**config.mk**
```make
export PLATFORM = sky130hd
export DESIGN_NAME = hub75_bcm_controller
export DESIGN_NICKNAME = d
export VERILOG_FILES = /design/src/rtl/hub75_bcm_controller.sv
export SDC_FILE = /design/constraint.sdc
export NUM_CORES = 1
export LEC_CHECK = 0
export ABC_AREA = 1
export BUFFER_PORTS_ARGS = -buffer_cell sky130_fd_sc_hd__buf_2
export CORE_MARGIN = 4
export CORE_UTILIZATION = 40
export CTS_BUF_LIST = sky130_fd_sc_hd__clkbuf_4 sky130_fd_sc_hd__clkbuf_8
export CTS_CLUSTER_SIZE = 30
export DETAILED_ROUTE_END_ITERATION = 10
export PLACE_DENSITY_LB_ADDON = 0.2
export SLEW_MARGIN = 20
export SYNTH_ARGS = -nofsm -noshare
export SYNTH_HDL_FRONTEND = slang
export SYNTH_SLANG_ARGS = --single-unit
```
**constraint.sdc**
```tcl
create_clock -name i_clk -period 2.7 [get_ports i_clk]
set_clock_uncertainty 0.2 [all_clocks]
set_input_delay 0.81 -clock i_clk [delete_from_list [all_inputs] [get_ports i_clk]]
set_output_delay 0.81 -clock i_clk [all_outputs]
set_load 0.02 [all_outputs]
```
**src/rtl/hub75_bcm_controller.sv**
```systemverilog
// HUB75 dual-scan panel driver using binary-coded modulation from a 1-cycle-latency pixel RAM.
// Adds global brightness, double-buffered frame select, run enable and a frame-done strobe.
module hub75_bcm_controller #(
  parameter int unsigned MATRIX_COLS = 64,
  parameter int unsigned MATRIX_ROWS = 32,
  parameter int unsigned PWM_BITS    = 8,
  parameter int unsigned BRIGHT_W    = 8,
  localparam int unsigned SR = MATRIX_ROWS / 2,
  localparam int unsigned AW = $clog2(MATRIX_COLS * MATRIX_ROWS) + 1,
  localparam int unsigned RW = (SR > 1) ? $clog2(SR) : 1
) (
  input  logic                  i_clk,
  input  logic                  rst,
  input  logic                  i_enable,
  input  logic                  i_buf_sel,
  input  logic [BRIGHT_W-1:0]   i_brightness,
  input  logic [3*PWM_BITS-1:0] i_pixel_data,
  output logic [AW-1:0]         o_pixel_addr,
  output logic                  o_clk,
  output logic                  o_oe,
  output logic                  o_latch,
  output logic [RW-1:0]         o_row_sel,
  output logic [2:0]            o_color1,
  output logic [2:0]            o_color2,
  output logic                  o_frame_done
);

  localparam int unsigned PW = AW - 1;
  localparam int unsigned CW = $clog2(MATRIX_COLS);
  localparam int unsigned BW = (PWM_BITS > 1) ? $clog2(PWM_BITS) : 1;
  localparam int unsigned DW = BRIGHT_W + PWM_BITS;

  typedef enum logic [2:0] {
    S_IDLE, S_FETCH_U, S_FETCH_L, S_SETUP, S_CLK_HI, S_LATCH, S_DISPLAY
  } state_t;

  state_t        state_q, state_d;
  logic [RW-1:0] row_q, row_d;
  logic [BW-1:0] bit_q, bit_d;
  logic [CW-1:0] col_q, col_d;
  logic          buf_q, buf_d;
  logic [DW-1:0] cnt_q, cnt_d;

  logic [AW-1:0] addr_d;
  logic          clk_d, oe_d, latch_d, frame_done_d;
  logic [RW-1:0] row_sel_d;
  logic [2:0]    color1_d, color2_d;

  logic [PWM_BITS-1:0] r_ch, g_ch, b_ch;
  logic [2:0]          plane_bits;
  logic [PW-1:0]       pix_u, pix_l;

  // Current bitplane slice of the word on the RAM read bus
  assign r_ch       = i_pixel_data[3*PWM_BITS-1:2*PWM_BITS];
  assign g_ch       = i_pixel_data[2*PWM_BITS-1:PWM_BITS];
  assign b_ch       = i_pixel_data[PWM_BITS-1:0];
  assign plane_bits = {r_ch[bit_q], g_ch[bit_q], b_ch[bit_q]};

  // Next-state, counters and registered-output values
  always_comb begin
    state_d      = state_q;
    row_d        = row_q;
    bit_d        = bit_q;
    col_d        = col_q;
    buf_d        = buf_q;
    cnt_d        = cnt_q;
    addr_d       = o_pixel_addr;
    row_sel_d    = o_row_sel;
    color1_d     = o_color1;
    color2_d     = o_color2;
    oe_d         = 1'b1;
    frame_done_d = 1'b0;
    pix_u        = '0;
    pix_l        = '0;

    case (state_q)
      S_IDLE: begin
        if (i_enable) begin
          buf_d   = i_buf_sel;
          state_d = S_FETCH_U;
        end
      end
      S_FETCH_U: state_d = S_FETCH_L;
      S_FETCH_L: begin
        color1_d = plane_bits;
        state_d  = S_SETUP;
      end
      S_SETUP: begin
        color2_d = plane_bits;
        state_d  = S_CLK_HI;
      end
      S_CLK_HI: begin
        if (col_q == CW'(MATRIX_COLS - 1)) begin
          col_d     = '0;
          row_sel_d = row_q;
          state_d   = S_LATCH;
        end else begin
          col_d   = col_q + CW'(1);
          state_d = S_FETCH_U;
        end
      end
      S_LATCH: begin
        // On-time is fixed here; later brightness changes wait for the next plane
        cnt_d   = DW'(i_brightness) << bit_q;
        oe_d    = (i_brightness == '0);
        state_d = S_DISPLAY;
      end
      S_DISPLAY: begin
        if (cnt_q > DW'(1)) begin
          cnt_d = cnt_q - DW'(1);
          oe_d  = 1'b0;
        end else begin
          cnt_d = '0;
          if (bit_q != BW'(PWM_BITS - 1)) begin
            bit_d   = bit_q + BW'(1);
            state_d = S_FETCH_U;
          end else if (row_q != RW'(SR - 1)) begin
            bit_d   = '0;
            row_d   = row_q + RW'(1);
            state_d = S_FETCH_U;
          end else begin
            bit_d        = '0;
            row_d        = '0;
            frame_done_d = 1'b1;
            if (i_enable) begin
              buf_d   = i_buf_sel;
              state_d = S_FETCH_U;
            end else begin
              state_d = S_IDLE;
            end
          end
        end
      end
      default: state_d = S_IDLE;
    endcase

    pix_u = PW'(row_d) * PW'(MATRIX_COLS) + PW'(col_d);
    pix_l = (PW'(row_d) + PW'(SR)) * PW'(MATRIX_COLS) + PW'(col_d);
    if (state_d == S_FETCH_U)
      addr_d = {buf_d, pix_u};
    else if (state_d == S_FETCH_L)
      addr_d = {buf_d, pix_l};

    clk_d   = (state_d == S_CLK_HI);
    latch_d = (state_d == S_LATCH);
  end

  always_ff @(posedge i_clk) begin
    if (rst) begin
      state_q      <= S_IDLE;
      row_q        <= '0;
      bit_q        <= '0;
      col_q        <= '0;
      buf_q        <= 1'b0;
      cnt_q        <= '0;
      o_pixel_addr <= '0;
      o_clk        <= 1'b0;
      o_oe         <= 1'b1;
      o_latch      <= 1'b0;
      o_row_sel    <= '0;
      o_color1     <= '0;
      o_color2     <= '0;
      o_frame_done <= 1'b0;
    end else begin
      state_q      <= state_d;
      row_q        <= row_d;
      bit_q        <= bit_d;
      col_q        <= col_d;
      buf_q        <= buf_d;
      cnt_q        <= cnt_d;
      o_pixel_addr <= addr_d;
      o_clk        <= clk_d;
      o_oe         <= oe_d;
      o_latch      <= latch_d;
      o_row_sel    <= row_sel_d;
      o_color1     <= color1_d;
      o_color2     <= color2_d;
      o_frame_done <= frame_done_d;
    end
  end

endmodule

```
==> results of run 1 <==
## layout by cell type (no fill, tap or decap), drive strengths merged, types with 6 or more instances in the layout
cell	n
xnor2	6
clkbuf	10
nor2	90
o21ai	56
nand2	93
a21oi	48
dfxtp	59
xor2	6
nor3	7
clkinv	6
inv	53
buf	68
ha	6
nand3	29
## layout make-up
cell class / instances / area (sq um)
clock buffers: 10 / 138
fillers: 877 / 4180
multi-input cells: 374 / 1960
flip-flops and latches: 59 / 1180
well taps: 105 / 131
repair buffers: 68 / 358
inverters: 57 / 221
clock inverters: 6 / 88.8
## registers in the layout, indices dropped and copies added, names as in the netlist
| signal | flops |
|---|---|
| o_color1 | 3 |
| col_q | 6 |
| bit_q | 3 |
| o_pixel_addr | 12 |
| cnt_q | 16 |
| o_clk | 1 |
| state_q | 3 |
| o_color2 | 3 |
| o_latch | 1 |
| buf_q | 1 |
| row_q | 4 |
| o_frame_done | 1 |
| o_oe | 1 |
| o_row_sel | 4 |
## metal layers
layer  vias to the layer above  wire (microns)
li1                       1791               -
met1                      1517            4100
met2                        71            4190
met3                        15             317
met4                         0             200
met5                         -               0
## Yosys cell counts (2+ instances only)
master | number | area, sq um
a211oi_1 | 3 | 22.5
a21oi_1 | 48 | 240
buf_2 | 3 | 15.0
clkbuf_1 | 9 | 33.8
clkbuf_2 | 2 | 10.0
clkinv_1 | 4 | 15.0
dfxtp_1 | 59 | 1180
ha_1 | 6 | 75.1
inv_1 | 50 | 188
inv_2 | 2 | 7.51
mux2i_1 | 5 | 50.1
nand2_1 | 81 | 304
nand2_2 | 7 | 43.8
nand2_4 | 4 | 45.0
nand3_1 | 28 | 140
nand3b_1 | 2 | 15.0
nand4_1 | 3 | 18.8
nor2_1 | 71 | 267
nor2_2 | 15 | 93.8
nor2_4 | 4 | 45.0
nor3_1 | 7 | 35.0
nor4_1 | 4 | 25.0
o211ai_1 | 2 | 15.0
o21ai_0 | 55 | 275
o221ai_1 | 3 | 26.3
o22ai_1 | 3 | 18.8
or2_2 | 3 | 18.8
xnor2_1 | 6 | 52.6
xor2_1 | 6 | 52.6
## how the worst max path moves through the flow
stage                          start                             to  cells past startpoint
2_1_floorplan  bit_q[1]$_SDFFE_PP0P_  o_pixel_addr[11]$_SDFFE_PP0P_                     11
3_3_place_gp   cnt_q[0]$_SDFFE_PP0N_   o_pixel_addr[8]$_SDFFE_PP0P_                     13
3_5_place_dp   cnt_q[0]$_SDFFE_PP0N_   o_pixel_addr[0]$_SDFFE_PP0P_                     15
4_1_cts        cnt_q[0]$_SDFFE_PP0N_   o_pixel_addr[0]$_SDFFE_PP0P_                     15
5_1_grt        cnt_q[0]$_SDFFE_PP0N_   o_pixel_addr[9]$_SDFFE_PP0P_                     14
6_report       cnt_q[0]$_SDFFE_PP0N_   o_pixel_addr[8]$_SDFFE_PP0P_                     13
## where the power goes
group / leakage, nW / switching (mW) / internal, mW
Sequential: 0.479 / 0.0415 / 0.937
Combinational: 1.38 / 0.368 / 0.205
Clock: 0.108 / 0.378 / 0.544
Total: 1.96 / 0.787 / 1.69
## worst max-delay path, delay by kind of cell, from the launching register on
kind | cells | cell delay [ns]
flip-flops | 1 | 0.33
buffers and inverters | 2 | 0.18
AO/OA/AOI/OAI | 1 | 0.17
adder cells (fa/ha/maj) | 1 | 0.23
AND/OR/NAND/NOR | 9 | 0.92
## cells by family after synthesis
group                    synth area share [%]
XOR/XNOR                                 3.07
AND/OR/NAND/NOR                          31.6
buffers and inverters                    8.40
AO/OA/AOI/OAI                            18.5
adder cells (fa/ha/maj)                  2.19
multiplexers                             1.79
flip-flops                               34.5
## stage by stage
stage	power, mW	cell area [sq um]	setup slack, ns	cells
after floorplan	1.42	3420	0.810	505
after global placement	1.57	3850	0.632	663
after detailed placement	1.58	3850	0.576	663
after CTS	2.50	4070	0.572	679
after global routing	2.61	4070	0.381	679
final	2.47	4070	0.565	679
==> flow_summary.ini, run 1 <==
[finish]
final_util_pct = 49.3
nets = 611
diodes = 0
layout-drive-gt1-share_pct = 21.4
area_growth_pct = 19.0

[worst_setup_path]
slowest_stage = dfxtp_1
cp_cell_sequence = inv_1, ha_1, inv_1, nand2_1, nand2_1, nor2_2, nand2_4, nor2_4, nand2_4, o21ai_1, nand2_1, nor2_2, nor2_1
r2r_start = cnt_q[0]$_SDFFE_PP0N_
critPathMaxStageDelay_ns = 0.33
cp-end-kind = register
reg2reg_depth = 13
cp-start-kind = register
critPathMaxFanout = 6
required_ns = 2.74
critPathArrivalTime_ns = 2.18
cp_common_cell = nand2_1
reg2reg_slack_ns = 0.57
critPathKind = reg2reg
timing.rr.end = o_pixel_addr[8]$_SDFFE_PP0P_

[grt]
grt_busiest_layer = met2
grtUsageMet2_pct = 30.8
grt_use_met3_pct = 3.88
grt_pass1_wl_mm = 14.9
grt_max_degree = 39
grt_usage_pct = 18.2
use_met1_pct = 22.7
first_global_vias = 3281
antenna_found_initial = 0
grt_overflow = 0

[sta]
final_max_slew_viol_count = 0
fmaxAchievable_ghz = 0.468
whs_ns = 0.266
post-route-period-util_pct = 79.1
setup-violations-final = 0
final.setup.tns_ns = 0
final_hold_viol_count = 0
maxSlewHeadroom_pct = 69.4
min_period_ns = 2.13
rsz0062_at_grt = false
worst_pin_slew_ns = 0.459

[routing]
wl_per_cell_microns = 13.0
initialDrtViolationCount = 157
vias_per_cell = 5.00
dr_total_vias = 3394
dr.pass1.iters = 5
drt-total-wl_mm = 8.81
drtAntennaViolNets = 0
drc = 0

[clocking]
cts.htree.levels = 3
path_clk_slew_ns = 0.07
clock_latency_ns = 0.34
holdBufCountCts = 0
cts_made_buffers = 9
cts_resized = 0
postCtsSetupRepairBufs = 0
cts-root-buf = clkbuf_8
clkSinkCount = 59
cts_tree = done
cts_buffer_depth = 2

[floorplanning]
start_util_pct = 41.5
core_sq_mm = 0.00826
die_y_microns = 101
row_count = 33
ioPinCount = 62
die_x_microns = 101
dieArea_sq_mm = 0.0101

[job]
maxCapViolCount = 0

[power]
leakage_nw = 1.96
ir_worst_vdd_v = 0.000236
powerDensity_mw_per_mm2 = 607

[yosys]
ys_seq_elements = 59
yosys_warnings = 0
avgSynthCellArea_sq_um = 6.78
netlist_area_sq_mm = 0.00342
syn_inst = 505
synthFlopType = dfxtp_1
ys_seq_area_share_pct = 34.5
synth.distinct_cells = 39
synth_nets = 547
synthArstFlopShare_pct = 0
synth-edff-count = 0

[status]
outcome = completed

[placement]
hpwlAfterDp_mm = 6.59
io_buffers = 61
place_congestion = 0.855

[worst_hold_path]
min_from = o_pixel_addr[10]$_SDFFE_PP0P_
whs_endpoint = o_pixel_addr[10]$_SDFFE_PP0P_
min_path_type = reg2reg
min_path_cells = 2
Power figures use the tool's default switching activity.
==> run 2, diff against run 1 <==
Clock period 2.7 ns to 1.7 ns, I/O delays scaled along.
==> flow_summary.ini, run 2 (synthesized netlist as in run 1, its figures left out) <==
[sta]
maxSlewHeadroom_pct = 75.2
final_hold_viol_count = 0
final.setup.tns_ns = -5.42
fin_ws_ns = -0.252
final_max_slew_viol_count = 0
setup-violations-final = 39
worst_pin_slew_ns = 0.370
fmaxAchievable_ghz = 0.512
rsz0062_at_grt = true
post-route-period-util_pct = 115
whs_ns = 0.271
min_period_ns = 1.95

[clocking]
cts.htree.levels = 3
cts_tree = done
clock_latency_ns = 0.34
cts_made_buffers = 9
cts-root-buf = clkbuf_8
path_clk_slew_ns = 0.08
clkSinkCount = 59
cts_buffer_depth = 2
holdBufCountCts = 0

[worst_setup_path]
cp-end-kind = register
cp_cell_sequence = inv_4, ha_4, inv_2, nand2_2, nand2_2, nor2_4, nand2_4, nand2_4, buf_4, buf_4, buf_4, buf_4, buf_4, a21oi_2
cp_common_cell = buf_4
critPathMaxFanout = 3
cp-start-kind = register
critPathMaxStageDelay_ns = 0.39
critPathKind = reg2reg
slowest_stage = dfxtp_4
critPathArrivalTime_ns = 2.03
required_ns = 1.78

[placement]
place_congestion = 0.882
hpwlAfterDp_mm = 7.26
dp_slack_ns = -0.252
placed_cell_area_sq_mm = 0.00440
io_buffers = 61

[floorplanning]
dieArea_sq_mm = 0.0101
row_count = 33
ioPinCount = 62
die_x_microns = 101
core_sq_mm = 0.00826
start_util_pct = 41.5
die_y_microns = 101

[finish]
multi_input_area_sq_mm = 0.00224
area_growth_pct = 51.8
layout_commonest_cell = buf_4
top_regs = cnt_q (16), o_pixel_addr (12), col_q (6)
diodes = 0
final_cell_mix = buf_4, nand2_1, nor2_1
n_fill_cell = 724
largest_reg_flops = 16
layout-drive-gt1-share_pct = 42.8
nets = 706
regArea_sq_mm = 0.00120
top_register = cnt_q
final_cell_area_sq_mm = 0.00520

[grt]
antenna_found_initial = 0
grt_usage_pct = 20.4
first_global_vias = 3689
grt_max_degree = 39
grt_overflow = 0
grt_pass1_wl_mm = 16.4

[routing]
drc = 0
drtAntennaViolNets = 0
dr.pass1.iters = 4
drt-total-wl_mm = 10.4
vias_per_cell = 5.00
dr_total_vias = 3873
wl_per_cell_microns = 13.5
initialDrtViolationCount = 168

[worst_hold_path]
min_path_type = reg2reg

[status]
violations = negative setup slack
outcome = complete, but fails checks

[power]
ir_worst_vdd_v = 0.000308
leakage_nw = 2.51
powerDensity_mw_per_mm2 = 776

[job]
maxCapViolCount = 0
run 2: path summary, 6_finish.rpt:
check / slack [ns] / cells after the start / endpoint / start
setup / recovery: -0.25 / 14 / state_q[1]$_SDFF_PP0_ / cnt_q[0]$_SDFFE_PP0N_
hold reg to reg: 0.27 / 2 / o_pixel_addr[10]$_SDFFE_PP0P_ / o_pixel_addr[10]$_SDFFE_PP0P_
hold / removal: 0.27 / 2 / o_pixel_addr[10]$_SDFFE_PP0P_ / o_pixel_addr[10]$_SDFFE_PP0P_
setup reg to reg: -0.25 / 14 / state_q[1]$_SDFF_PP0_ / cnt_q[0]$_SDFFE_PP0N_
run 2: metrics by stage:
step / power [mW] / std cells / util, %
CTS: 3.98 / 764 / 59.5
global route: 4.25 / 774 / 63.0
finish: 4.03 / 774 / 63.0
global placement: 2.56 / 730 / 53.3
detailed placement: 2.58 / 730 / 53.3
floorplan: 2.26 / 505 / -
run 2: timing repair:
| action | 4_1_cts | 5_1_grt |
|---|---|---|
| buffers inserted | 15 | 9 |
| pin swaps | 17 | 22 |
| gates cloned | 3 | 1 |
| resized for setup | 57 | 61 |
| endpoints found under the setup margin | 47 | 50 |
run 2: worst max-delay path: cells and delay by family (launching register included):
family / cells / cell delay, ns
AO/OA/AOI/OAI: 1 / 0.12
buffers and inverters: 7 / 0.71
AND/OR/NAND/NOR: 5 / 0.31
adder cells (fa/ha/maj): 1 / 0.15
flip-flops: 1 / 0.39
run 2: cell type report:
type	instances	area share [%]
timing repair buffer	160	22.2
clock buffer	9	2.38
multi-input combinational	375	43.2
timing repair inverter	2	0.289
sequential	59	23.1
inverter	57	4.86
clock inverter	7	1.49
tap	105	2.53
run 2: power by group:
group          switching, mW  total (mW)  internal [mW]
logic                  0.697        1.19          0.490
registers             0.0630        1.55           1.49
clock network          0.614        1.30          0.686
total                   1.37        4.03           2.66
run 2: layer usage:
| metal | global-route usage (%) | wire [microns] | up-vias |
|---|---|---|---|
| li1 | - | - | 1985 |
| met1 | 25.3 | 4630 | 1780 |
| met2 | 34.6 | 5040 | 86 |
| met3 | 3.25 | 520 | 22 |
| met4 | 9.22 | 255 | 0 |
| met5 | 0 | 0 | - |
